File: config.mk
export PLATFORM = sky130hd
export DESIGN_NAME = dds_ftw_sched
export DESIGN_NICKNAME = d
export VERILOG_FILES = /design/src/rtl/dds_ftw_pkg.sv /design/src/rtl/dds_ftw_sched_rr_arb.sv /design/src/rtl/dds_ftw_sched.sv
export SDC_FILE = /design/constraint.sdc
export NUM_CORES = 1
export LEC_CHECK = 0
export CAP_MARGIN = 40
export CORE_UTILIZATION = 40
export DETAILED_ROUTE_END_ITERATION = 16
export MAX_ROUTING_LAYER = met4
export PLACE_DENSITY = 0.63
export SLEW_MARGIN = 25
export SYNTH_ARGS = -nofsm -noshare
export SYNTH_HDL_FRONTEND = slang
export SYNTH_SLANG_ARGS = --single-unit
export TNS_END_PERCENT = 10
File: constraint.sdc
create_clock -name sys_clk -period 2.9 [get_ports sys_clk]
set_clock_uncertainty 0.15 [all_clocks]
set_input_delay 0.435 -clock sys_clk [delete_from_list [all_inputs] [get_ports sys_clk]]
set_output_delay 0.435 -clock sys_clk [all_outputs]
set_load 0.02 [all_outputs]
File: src/rtl/dds_ftw_pkg.sv
// Shared constants for the DDS FTW scheduler: the channel-select table, the DDS
// register addresses and command codes, and the scheduler state encoding.
package dds_ftw_pkg;

  typedef enum logic [1:0] {
    ST_IDLE = 2'd0,
    ST_WR   = 2'd1,
    ST_UPD  = 2'd2,
    ST_DONE = 2'd3
  } state_t;

  // Entry i is the channel-select byte for channel i.
  localparam logic [3:0][7:0] CH_SEL = {8'h28, 8'h14, 8'h82, 8'h41};

  localparam logic [15:0] ADDR_CH  = 16'h0008;
  localparam logic [15:0] ADDR_CFR = 16'h0113;
  localparam logic [15:0] ADDR_FTW = 16'h0114;

  localparam logic [7:0] CODE_WR  = 8'h02;
  localparam logic [7:0] CODE_UPD = 8'h03;

endpackage

File: src/rtl/dds_ftw_sched_rr_arb.sv
// Round-robin arbiter: grants the first requesting channel at or after ptr,
// wrapping around. The grant is one-hot, or all zero when nothing requests.
module rr_arb #(
  parameter int N  = 2,
  parameter int PW = 1
) (
  input  logic [N-1:0]  req,
  input  logic [PW-1:0] ptr,
  output logic [N-1:0]  gnt
);

  logic found;

  always_comb begin
    gnt   = '0;
    found = 1'b0;
    for (int k = 0; k < N; k++) begin
      for (int j = 0; j < N; j++) begin
        if (!found && req[j] && (j == (int'(ptr) + k) % N)) begin
          gnt[j] = 1'b1;
          found  = 1'b1;
        end
      end
    end
  end

endmodule

File: src/rtl/dds_ftw_sched.sv
// DDS frequency-tuning-word scheduler: captures per-channel FTWs, writes them over
// SPI one channel at a time, then issues one delayed, coalesced IO-update.
//
// state   | meaning
// IDLE    | waiting; dispatches a pending write, else a due update
// WR      | streaming the channel-select, mode and FTW bytes for one channel
// UPD     | streaming the channel mask and IO-update command
// DONE    | one-cycle gap before returning to IDLE
module dds_ftw_sched
  import dds_ftw_pkg::*;
#(
  parameter int NUM_CH    = 2,
  parameter int FTW_BYTES = 6,
  parameter int UPD_DLY   = 1250,
  parameter int TMR_W     = 12
) (
  input  logic                          sys_clk,
  input  logic                          rst_n,
  input  logic [NUM_CH*8*FTW_BYTES-1:0] ftw,
  input  logic [NUM_CH-1:0]             ftw_vld,
  output logic [23:0]                   cmd_data,
  output logic                          cmd_vld,
  input  logic                          cmd_rdy,
  output logic                          busy,
  output logic [NUM_CH-1:0]             upd_done
);

  localparam int FTW_W = 8 * FTW_BYTES;
  localparam int CH_W  = (NUM_CH > 1) ? $clog2(NUM_CH) : 1;
  localparam int IDX_W = $clog2(FTW_BYTES + 2);
  localparam logic [IDX_W-1:0] WR_LAST  = IDX_W'(FTW_BYTES + 1);
  localparam logic [IDX_W-1:0] UPD_LAST = IDX_W'(1);
  localparam logic [TMR_W-1:0] TMR_END  = TMR_W'(UPD_DLY);

  typedef logic [FTW_BYTES-1:0][7:0] ftw_t;

  state_t            state;
  ftw_t              hold [NUM_CH];
  ftw_t              work;
  ftw_t              gnt_hold;
  logic [NUM_CH-1:0] wr_pend, upd_pend, cur, mask, gnt, wr_clr;
  logic [CH_W-1:0]   ptr, nxt_ptr;
  logic [IDX_W-1:0]  idx, nxt_idx;
  logic [TMR_W-1:0]  timer;
  logic [7:0]        gnt_sel, pend_sel;
  logic [23:0]       wr_word;
  logic              accept;

  rr_arb #(.N(NUM_CH), .PW(CH_W)) u_arb (
    .req (wr_pend),
    .ptr (ptr),
    .gnt (gnt)
  );

  assign accept = cmd_vld & cmd_rdy;
  // The grant only consumes a pending bit on the cycle IDLE actually dispatches it.
  assign wr_clr = (state == ST_IDLE) ? gnt : '0;
  assign nxt_idx = idx + IDX_W'(1);

  always_comb begin
    gnt_sel  = '0;
    gnt_hold = '0;
    nxt_ptr  = '0;
    pend_sel = '0;
    for (int i = 0; i < NUM_CH; i++) begin
      if (gnt[i]) begin
        gnt_sel  = CH_SEL[i];
        gnt_hold = hold[i];
        nxt_ptr  = (i == NUM_CH - 1) ? '0 : CH_W'(i + 1);
      end
      if (upd_pend[i]) pend_sel = pend_sel | CH_SEL[i];
    end
    wr_word = '0;
    if (nxt_idx == IDX_W'(1)) wr_word = {ADDR_CFR, CODE_WR};
    for (int k = 0; k < FTW_BYTES; k++) begin
      if (int'(nxt_idx) == k + 2) wr_word = {ADDR_FTW + 16'(k), work[k]};
    end
  end

  always_ff @(posedge sys_clk) begin
    if (!rst_n) begin
      state    <= ST_IDLE;
      for (int i = 0; i < NUM_CH; i++) hold[i] <= '0;
      work     <= '0;
      wr_pend  <= '0;
      upd_pend <= '0;
      cur      <= '0;
      mask     <= '0;
      ptr      <= '0;
      idx      <= '0;
      timer    <= '0;
      cmd_data <= '0;
      cmd_vld  <= 1'b0;
      busy     <= 1'b0;
      upd_done <= '0;
    end else begin
      upd_done <= '0;
      for (int i = 0; i < NUM_CH; i++) begin
        if (ftw_vld[i]) hold[i] <= ftw[i*FTW_W +: FTW_W];
      end
      // A strobe landing on the dispatch cycle wins, so that value is written later.
      wr_pend <= (wr_pend & ~wr_clr) | ftw_vld;

      // Timer is held at zero while nothing awaits update, so it restarts only on 0->nonzero.
      if (upd_pend == '0)        timer <= '0;
      else if (timer != TMR_END) timer <= timer + TMR_W'(1);

      case (state)
        ST_IDLE: begin
          if (|wr_pend) begin
            state    <= ST_WR;
            busy     <= 1'b1;
            cur      <= gnt;
            work     <= gnt_hold;
            ptr      <= nxt_ptr;
            idx      <= '0;
            cmd_vld  <= 1'b1;
            cmd_data <= {ADDR_CH, gnt_sel};
          end else if ((|upd_pend) && timer == TMR_END) begin
            state    <= ST_UPD;
            busy     <= 1'b1;
            mask     <= upd_pend;
            upd_pend <= '0;
            idx      <= '0;
            cmd_vld  <= 1'b1;
            cmd_data <= {ADDR_CH, pend_sel};
          end
        end
        ST_WR: begin
          if (accept) begin
            if (idx == WR_LAST) begin
              cmd_vld  <= 1'b0;
              upd_pend <= upd_pend | cur;
              state    <= ST_DONE;
            end else begin
              idx      <= nxt_idx;
              cmd_data <= wr_word;
            end
          end
        end
        ST_UPD: begin
          if (accept) begin
            if (idx == UPD_LAST) begin
              cmd_vld  <= 1'b0;
              upd_done <= mask;
              timer    <= '0;
              state    <= ST_DONE;
            end else begin
              idx      <= nxt_idx;
              cmd_data <= {ADDR_CFR, CODE_UPD};
            end
          end
        end
        ST_DONE: begin
          state <= ST_IDLE;
          busy  <= 1'b0;
        end
        default: begin
          state   <= ST_IDLE;
          busy    <= 1'b0;
          cmd_vld <= 1'b0;
        end
      endcase
    end
  end

endmodule

==> qor.csv, run 1 <==
stage,metric,value,unit
critical_path,cp.required,3.14,ns
cts,post-cts-setup-buffer-count,0,
placed_design,port-buffer-count,118,
synthesis,yosysUniqueCellTypes,54,
synthesis,synth-simple-area-share,19.7,%
synthesis,synth-main-ff-cell,edfxtp_1,
timing,rsz0062_at_grt,false,
critical_path,critical_path_buf_inv_count,1,
synthesis,synth_cells,757,
final_layout,fin_cells,1128,
critical_path,cp-start-kind,flop,
floorplan,ios,129,
grt,grt_use_total,19.1,%
critical_path,critPathMaxStageDelay,0.83,ns
drt,drt_first_iter_violations,423,
synthesis,synth_compound_area_share,12.8,%
critical_path,crit_path_start,idx[1]$_SDFFE_PN0P_,
grt,overflow,0,
timing,worst_slack,0.353,ns
critical_path,critPathSlowestCell,ha_1,
timing,finalSetupViolations,0,
critical_path,r2r-end,cmd_data[7]$_SDFFE_PN0P_,
synthesis,postSynthRegisterBits,187,
floorplan,dieArea,20900,um^2
synthesis,seq_area_frac_synth,57.8,%
critical_path,r2r_slack,0.35,ns
timing,tns,0,ns
drt,drc,0,
synthesis,avgSynthCellArea,10.7,um^2
synthesis,synthArstFlopShare,0,%
critical_path,worst-path-stages,7,
cts,cts.path.max_buffers,2,
grt,grt_pass1_vias,5606,
critical_path,cp.arrival,2.78,ns
critical_path,cp_cell_sequence,ha_1 -> ha_1 -> inv_1 -> a211oi_1 -> a211oi_1 -> o211ai_1 -> o221a_2,
pwr,swShare,31.2,%
timing,hold_viol_final,0,
synthesis,synth_top_area_cell,edfxtp_1,
synthesis,yosysWarnings,0,
placed_design,routabilityCongestion,0.883,
final_layout,layout_commonest_cell,clkdlybuf4s50_1,
synthesis,synth_top_family_by_area,simple AND/OR/NAND/NOR gates,
synthesis,synth_top_area_share,35.4,%
grt,antenna_found_initial,0,
cts,insertion_delay,0.43,ns
cts,htree_levels,4,
critical_path,r2r_cells,7,
critical_path,critPathKind,reg2reg,
synthesis,synth.area.mux_share,1.49,%
timing,slew_headroom,44.3,%
drt,vias,5742,
placed_design,placedInstanceArea,9580,um^2
final_layout,final_area,10200,um^2
pwr,power_density,769,nW/um^2
placed_design,dp_cells,1096,
pwr,internal_power,5370,uW
pwr,vdd_ir_drop_max,0.000338,V
floorplan,die_h,145,um
cts,cts_tree,yes,
timing,drv_slew,0,
final_layout,drive_gt1_share,6.95,%
drt,routedWlPerCell,16.1,um
pwr,leakage,0.00368,uW
final_layout,nFillCells,1772,
cts,hold_buffers,0,
floorplan,die_w,145,um
synthesis,synthTopCellsByArea,"edfxtp_1 (35%), dfxtp_1 (22%), and2_1 (7.9%)",
timing,max_freq,393,MHz
placed_design,dp_worst_setup_slack,0.436,ns
final_layout,synthToLayoutAreaGrowth,25.0,%
synthesis,synthesis.area,8140,um^2
timing,worst_slew_pin_slew,0.835,ns
pwr,combPwrFrac,26.0,%
synthesis,synth_fa_ha_area_share,2.15,%
cts,cts_root_buf,clkbuf_16,
floorplan,core,19700,um^2
grt,grt_first_pass_wirelength,29300,um
final_layout,antennaDiodeCount,0,
critical_path,critPathMaxFanout,28,
drt,ant_nets,0,
critical_path,cp-end-kind,flop,
floorplan,initial_utilization,41.3,%
grt,grt_max_degree,67,
drt,first_pass_iters,4,
final_layout,nets,965,
timing,period_share,87.8,%
synthesis,synth_edf_count,96,
drt,vias_per_cell,5.09,
cts,clkTransAtPathRegs,0.07,ns
drt,wl,18100,um
pwr,power_frac_clock,29.5,%
pwr,power,7820,uW
critical_path,cpLargestDelayFamily,adder cells,
cts,numCtsBuffers,17,
cts,ctsResizeCount,0,
final_layout,final_cell_mix,"clkdlybuf4s50_1 (118), and2_1 (103), edfxtp_1 (96)",
synthesis,synthXorXnorAreaFrac,1.08,%
min_path,hp-class,reg2reg,
critical_path,crit_path_end,cmd_data[7]$_SDFFE_PN0P_,
critical_path,reg2reg_from,idx[1]$_SDFFE_PN0P_,
pwr,seqPwrFrac,44.5,%
placed_design,hpwlAfterDp,12600,um
pwr,switchingPower,2440,uW
timing,period_needed,2.55,ns
floorplan,row_count,51,
cts,numClockSinks,187,
status,status,"finished, final reports clean",
job,drv_cap,0,
-- synth_stat cells (5+ instances only) --
master / instances
and2_1: 103
edfxtp_1: 96
dfxtp_1: 91
nor2_1: 69
a221oi_1: 50
nor3_1: 49
clkbuf_1: 38
nand2_1: 35
a21oi_1: 28
o21ai_0: 16
nand3_1: 15
ha_1: 14
inv_1: 14
buf_4: 12
buf_2: 11
mux2i_1: 11
and3_1: 9
a211oi_1: 6
a311oi_1: 6
a31oi_1: 6
xnor2_1: 6
nand4_1: 5
o211ai_1: 5
o21ai_1: 5
-- flip-flops by register name (all words and copies together), names as in the netlist --
signal	cells
mask	2
ptr	1
busy	1
cmd_data	13
upd_pend	2
work	48
cur	2
cmd_vld	1
upd_done	2
idx	3
state	2
wr_pend	2
timer	12
hold	96
-- worst min path at each step --
stage	end	cells after the start	from	slack, ns
2_1_floorplan	mask[0]$_SDFFE_PN0P_	2	mask[0]$_SDFFE_PN0P_	0.28
3_3_place_gp	cmd_data[10]$_SDFFE_PN0P_	2	cmd_data[10]$_SDFFE_PN0P_	0.29
3_5_place_dp	cmd_data[10]$_SDFFE_PN0P_	2	cmd_data[10]$_SDFFE_PN0P_	0.29
4_1_cts	cmd_data[10]$_SDFFE_PN0P_	2	cmd_data[10]$_SDFFE_PN0P_	0.30
5_1_grt	cmd_data[3]$_SDFFE_PN0P_	2	cmd_data[3]$_SDFFE_PN0P_	0.33
6_report	cmd_data[10]$_SDFFE_PN0P_	2	cmd_data[10]$_SDFFE_PN0P_	0.30
-- routing by layer --
| layer | track usage, % | wire length, um | vias up |
|---|---|---|---|
| met5 | - | 0 | - |
| met4 | 6.32 | 366 | 0 |
| met3 | 4.21 | 734 | 27 |
| met2 | 28.6 | 8340 | 148 |
| met1 | 25.8 | 8700 | 2656 |
| li1 | - | - | 2911 |
-- worst register-to-register path, cell delays in order (launching register included) --
cell and delay (ns):
dfxtp_1 0.37, ha_1 0.21, ha_1 0.83, inv_1 0.24, a211oi_1 0.22, a211oi_1 0.11
o211ai_1 0.18, o221a_2 0.20
-- metrics by stage --
| step | utilization [%] | hold slack [ns] |
|---|---|---|
| floorplan | - | 0.281 |
| global placement | 48.6 | 0.290 |
| detailed placement | 48.6 | 0.295 |
| CTS | 51.6 | 0.304 |
| global route | 51.6 | 0.328 |
| finish | 51.6 | 0.299 |
-- area by class of cell --
type | instances | area (um^2) | area share (%)
tap | 265 | 332 | 3.26
inverter | 15 | 56.3 | 0.554
clock inverter | 12 | 139 | 1.37
sequential | 187 | 4700 | 46.3
clock buffer | 20 | 447 | 4.39
multi-input combinational | 496 | 3120 | 30.7
timing repair buffer | 133 | 1370 | 13.5
-- logic make-up after synthesis --
| logic type | Yosys count |
|---|---|
| adder cells (fa/ha/maj) | 14 |
| AO/OA/AOI/OAI | 144 |
| buffers and inverters | 83 |
| XOR/XNOR | 10 |
| AND/OR/NAND/NOR | 306 |
| flip-flops | 187 |
| other | 1 |
| multiplexers | 12 |
-- power by group through the flow --
stage,sequential [uW],combinational (uW),clock (uW)
floorplan,3470,1390,0
global placement,3530,2030,0
finish,3480,2040,2300
global route,3520,2280,2450
detailed placement,3540,2030,0
CTS,3480,2040,2350
(Power assumes the default switching activity.)
==> inputs of run 2 (changes only) <==
- CELL_PAD_IN_SITES_DETAIL_PLACEMENT: not set -> 0
- CELL_PAD_IN_SITES_GLOBAL_PLACEMENT: not set -> 1
- PLACE_DENSITY: 0.63 -> 0.78
- SYNTH_HIERARCHICAL: not set -> 1
==> run 2 against run 1 <==
- sequential power is essentially flat
- clock power grew 7%
- largest power group unchanged
- critical path depth unchanged
==> qor.csv, run 2 <==
stage,metric,value,unit
status,status,"finished, final reports clean",
timing,rsz0062_at_grt,false,
cts,htree_levels,4,
cts,cts_tree,yes,
drt,routedWlPerCell,16.0,um
floorplan,die_w,144,um
final_layout,regArea,4700,um^2
critical_path,critPathMaxStageDelay,0.60,ns
drt,first_pass_iters,5,
min_path,hp-class,reg2reg,
timing,period_needed,2.56,ns
synthesis,synthTopCellsByArea,"edfxtp_1 (36%), dfxtp_1 (23%), and2_1 (7.8%)",
final_layout,multi_input_area,3100,um^2
final_layout,largestRegisters,"hold x96, work x48, cmd_data x13",
synthesis,synth_edf_count,96,
final_layout,final_cell_mix,"clkdlybuf4s50_1 (118), and2_1 (101), edfxtp_1 (96)",
final_layout,final_area,10100,um^2
grt,antenna_found_initial,0,
final_layout,drive_gt1_share,6.79,%
critical_path,worst-path-stages,7,
critical_path,crit_path_start,idx[1]$_SDFFE_PN0P_,
cts,numCtsBuffers,17,
timing,worst_slew_pin_slew,0.726,ns
synthesis,synthArstFlopShare,0,%
final_layout,antennaDiodeCount,0,
critical_path,cp.arrival,2.72,ns
placed_design,hpwlAfterDp,12200,um
cts,clkTransAtPathRegs,0.07,ns
cts,hold_buffers,0,
cts,cts_root_buf,clkbuf_16,
synthesis,synthesis.area,8090,um^2
floorplan,row_count,51,
floorplan,dieArea,20800,um^2
critical_path,critPathKind,reg2reg,
cts,numClockSinks,187,
timing,max_freq,390,MHz
final_layout,largest_register_ffs,96,
synthesis,avgSynthCellArea,10.6,um^2
final_layout,synthToLayoutAreaGrowth,25.4,%
cts,cts.path.max_buffers,2,
final_layout,nFillCells,1806,
grt,grt_use_total,19.3,%
drt,wl,18100,um
critical_path,r2r_cells,7,
drt,drc,0,
floorplan,core,19700,um^2
synthesis,yosysUniqueCellTypes,58,
timing,tns,0,ns
synthesis,synth-main-ff-cell,edfxtp_1,
grt,overflow,0,
synthesis,synth_commonest_cells,"and2_1 (101), edfxtp_1 (96), dfxtp_1 (91), nor2_1 (79), a221oi_1 (53)",
grt,grt_pass1_vias,5604,
final_layout,layout_commonest_cell,clkdlybuf4s50_1,
pwr,leakage,0.00366,uW
synthesis,synth_top_area_share,35.6,%
critical_path,critPathSlowestCell,ha_1,
cts,insertion_delay,0.43,ns
critical_path,reg2reg_from,idx[1]$_SDFFE_PN0P_,
drt,drt_first_iter_violations,284,
floorplan,ios,129,
synthesis,synth_top_area_cell,edfxtp_1,
critical_path,critical_path_buf_inv_count,2,
placed_design,port-buffer-count,118,
grt,grt_max_degree,87,
critical_path,crit_top_cell,inv_1,
placed_design,routabilityCongestion,0.861,
drt,vias_per_cell,5.15,
final_layout,regMostFlops,hold,
critical_path,cp.required,3.06,ns
drt,ant_nets,0,
synthesis,postSynthRegisterBits,187,
pwr,power_density,797,nW/um^2
synthesis,yosysMostFrequentCell,and2_1,
pwr,vdd_ir_drop_max,0.000364,V
critical_path,r2r_slack,0.34,ns
final_layout,nets,971,
synthesis,seq_area_frac_synth,58.2,%
timing,hold_viol_final,0,
floorplan,initial_utilization,41.2,%
timing,finalSetupViolations,0,
floorplan,die_h,144,um
placed_design,placedInstanceArea,9520,um^2
critical_path,critPathMaxFanout,30,
critical_path,cpLargestDelayFamily,compound AO/OA/AOI/OAI gates,
grt,grt_first_pass_wirelength,29600,um
critical_path,crit_path_end,cmd_data[9]$_SDFFE_PN0P_,
critical_path,cp_cell_sequence,inv_1 -> ha_1 -> inv_1 -> o31a_1 -> o211a_4 -> o2111ai_1 -> o21ai_0,
critical_path,cp-start-kind,flop,
timing,slew_headroom,51.4,%
timing,period_share,88.4,%
synthesis,synth_cells,763,
drt,vias,5841,
critical_path,r2r-end,cmd_data[9]$_SDFFE_PN0P_,
cts,ctsResizeCount,0,
synthesis,yosysWarnings,6,
cts,post-cts-setup-buffer-count,0,
timing,drv_slew,0,
critical_path,cp-end-kind,flop,
job,drv_cap,0,
[run 2: how the worst min path moves through the flow]
| stage | startpoint | to | slack [ns] | cells after the start |
|---|---|---|---|---|
| after global placement | mask[1]$_SDFFE_PN0P_ | mask[1]$_SDFFE_PN0P_ | 0.29 | 2 |
| final | cmd_data[10]$_SDFFE_PN0P_ | cmd_data[10]$_SDFFE_PN0P_ | 0.31 | 2 |
| after global routing | busy$_SDFFE_PN0P_ | busy$_SDFFE_PN0P_ | 0.33 | 2 |
| after detailed placement | mask[1]$_SDFFE_PN0P_ | mask[1]$_SDFFE_PN0P_ | 0.29 | 2 |
| after floorplan | mask[1]$_SDFFE_PN0P_ | mask[1]$_SDFFE_PN0P_ | 0.27 | 2 |
| after CTS | cur[0]$_SDFFE_PN0P_ | cur[0]$_SDFFE_PN0P_ | 0.31 | 2 |
[run 2: per-layer routing]
layer	up-vias	part of all wire [%]	routed length, um	track usage (%)
li1	2927	-	-	-
met1	2743	50	8980	26.6
met2	157	45	8170	28.5
met3	14	4.1	743	3.91
met4	0	1.2	223	5.98
met5	-	0	0	-
[run 2: layout make-up]
cell class | instances | area share, %
inverters | 14 | 0.518
flip-flops and latches | 187 | 46.4
well taps | 265 | 3.27
clock inverters | 10 | 1.50
clock buffers | 22 | 4.67
repair buffers | 133 | 13.1
multi-input cells | 503 | 30.6
[run 2: tightest hold or removal path, cell delays in order (launching register included)]
cell and delay [ns]:
dfxtp_1 0.31, nand2_1 0.05, o21ai_0 0.06
[run 2: cell families after synthesis]
logic type	share of synthesized area, %
AND/OR/NAND/NOR	20.2
multiplexers	0.510
buffers and inverters	4.55
XOR/XNOR	1.08
flip-flops	58.2
other	0.0464
adder cells (fa/ha/maj)	2.17
AO/OA/AOI/OAI	13.3
[run 2: through the flow]
step	std cells	util, %	setup WS, ns	hold slack, ns	power, uW
2_1_floorplan	772	-	0.632	0.275	4940
3_3_place_gp	1102	48.4	0.362	0.291	5680
3_5_place_dp	1102	48.4	0.302	0.291	5690
4_1_cts	1134	51.6	0.345	0.308	8150
5_1_grt	1134	51.6	0.121	0.330	8550
6_report	1134	51.6	0.336	0.305	8090
[run 2: power breakdown]
part | leakage [uW] | internal [uW] | total (uW) | switching, uW
logic | 0.00158 | 865 | 2180 | 1310
registers | 0.00177 | 3220 | 3450 | 226
clock network | 0.000304 | 1440 | 2460 | 1010
==> inputs of run 3 (changes only) <==
- CORE_MARGIN: not set -> 10
==> run 3 against run 2 <==
- core utilization down 0.17 points
- final area shrank 0.32%
- hold slack got worse by 0.0025 ns
- sequential power hardly changed
- via count is 0.79% higher
- critical path depth unchanged
- first-iteration DRC count rose by 32%
- fmax up 3.2%
- clock power decreased by 7%
- flip-flop and latch count stayed put
- global-route usage shrank 4.3 points
- cell count about the same
- critical path type unchanged
- highest routed layer unchanged
==> qor.csv, run 3 (synthesis results as in run 2) <==
stage,metric,value,unit
timing,tns,0,ns
placed_design,port-buffer-count,118,
timing,worst_slack,0.414,ns
job,drv_cap,0,
timing,drv_slew,0,
drt,first_pass_iters,5,
cts,cts_root_buf,clkbuf_16,
critical_path,critPathKind,reg2reg,
pwr,leakage,0.00364,uW
drt,wl_met2,8800,um
final_layout,largest_register_ffs,96,
pwr,seqPwrFrac,43.7,%
timing,worst_slew_pin_slew,0.728,ns
timing,hold_viol_final,0,
drt,drt_first_iter_violations,375,
final_layout,final_cell_mix,"clkdlybuf4s50_1 (118), and2_1 (101), edfxtp_1 (96)",
cts,insertion_delay,0.43,ns
timing,slew_headroom,50.9,%
drt,met3_length,924,um
drt,routedWlPerCell,17.0,um
cts,ctsResizeCount,0,
pwr,combPwrFrac,27.2,%
grt,grt_use_total,15.0,%
drt,drc,0,
critical_path,r2r_slack,0.41,ns
timing,finalSetupViolations,0,
final_layout,nets,972,
min_path,worstHoldEndpoint,mask[1]$_SDFFE_PN0P_,
final_layout,nFillCells,1855,
drt,top_layer,met4,
timing,period_share,85.7,%
critical_path,reg2reg_from,idx[0]$_SDFFE_PN0P_,
floorplan,ios,129,
pwr,switchingPower,2540,uW
critical_path,cp.required,3.11,ns
critical_path,critPathMaxFanout,6,
final_layout,largestRegisters,"hold x96, work x48, cmd_data x13",
floorplan,dieArea,26300,um^2
pwr,power_density,783,nW/um^2
grt,overflow,0,
final_layout,antennaDiodeCount,0,
pwr,internal_power,5380,uW
min_path,worstHoldPathCells,2,
timing,rsz0062_at_grt,false,
critical_path,crit_path_start,idx[0]$_SDFFE_PN0P_,
grt,antenna_found_initial,0,
placed_design,hpwlAfterDp,13400,um
cts,htree_levels,4,
placed_design,routabilityCongestion,0.803,
placed_design,dp_worst_setup_slack,0.468,ns
drt,ant_nets,0,
floorplan,row_count,51,
timing,max_freq,402,MHz
floorplan,die_h,162,um
final_layout,synthToLayoutAreaGrowth,25.0,%
drt,vias_per_cell,5.19,
grt,grt_max_degree,75,
critical_path,cp-start-kind,flop,
final_layout,drive_gt1_share,6.90,%
pwr,power_frac_clock,29.1,%
pwr,swShare,32.1,%
floorplan,die_w,162,um
drt,wl,19300,um
cts,numCtsBuffers,17,
cts,hold_buffers,0,
critical_path,cp-end-kind,flop,
grt,grt_first_pass_wirelength,30800,um
final_layout,regMostFlops,hold,
floorplan,initial_utilization,41.2,%
pwr,vdd_ir_drop_max,0.000504,V
critical_path,r2r_cells,7,
drt,met1_length,9390,um
final_layout,layout_commonest_cell,clkdlybuf4s50_1,
critical_path,r2r-end,cmd_data[2]$_SDFFE_PN0P_,
cts,clkTransAtPathRegs,0.07,ns
cts,numClockSinks,187,
min_path,hold_start,mask[1]$_SDFFE_PN0P_,
status,status,"finished, final reports clean",
timing,period_needed,2.49,ns
critical_path,cp.arrival,2.70,ns
grt,grt_pass1_vias,5840,
cts,cts.path.max_buffers,2,
min_path,hp-class,reg2reg,
drt,vias,5887,
floorplan,core,19700,um^2
cts,cts_tree,yes,
cts,post-cts-setup-buffer-count,0,
==> run 3: how the worst max path moves through the flow <==
stage                                          end  slack [ns]  cells after the start
after global placement         timer[8]$_SDFF_PN0_        0.50                      5
after detailed placement  cmd_data[8]$_SDFFE_PN0P_        0.47                      7
after CTS                 cmd_data[8]$_SDFFE_PN0P_        0.46                      7
after global routing      cmd_data[8]$_SDFFE_PN0P_        0.27                      7
after floorplan           hold[0][0]$_SDFFCE_PN0P_        0.63                      2
final                     cmd_data[2]$_SDFFE_PN0P_        0.41                      7
==> run 3: final cells by class <==
class	instances	area, um^2	share of cell area [%]
Tap cell	265	332	3.28
Multi-Input combinational cell	503	3100	30.7
Sequential cell	187	4700	46.5
Clock inverter	12	140	1.39
Timing Repair Buffer	134	1340	13.2
Clock buffer	20	447	4.42
Inverter	14	52.6	0.519
==> run 3: power by group through the flow <==
stage          registers (uW)  clock network [uW]  logic, uW
2_1_floorplan            3500                   0       1440
3_3_place_gp             3510                   0       2140
3_5_place_dp             3520                   0       2160
4_1_cts                  3470                2340       2170
5_1_grt                  3510                2440       2410
6_report                 3460                2300       2160
==> run 3: stage by stage <==
step	hold slack (ns)	util (%)	total power [uW]	instance area (um^2)	cells
finish	0.303	51.5	7920	10100	1135
global route	0.324	51.5	8350	10100	1135
CTS	0.306	51.5	7980	10100	1135
detailed placement	0.296	48.5	5680	9530	1103
global placement	0.287	48.5	5660	9530	1103
floorplan	0.275	-	4940	8120	772
==> run 3: metal layers <==
metal / up-vias / global-route usage, %
li1: 2933 / -
met1: 2764 / 20.4
met2: 173 / 22.4
met3: 17 / 2.96
met4: 0 / 4.22
met5: - / -
==> run 3: critical path: stages, from the launching register on <==
cell      delay [ns]
dfxtp_1         0.40
inv_1           0.12
ha_1            0.30
nor2b_1         0.32
a221oi_1        0.18
o311ai_0        0.70
nand4_1         0.16
o21ai_0         0.10
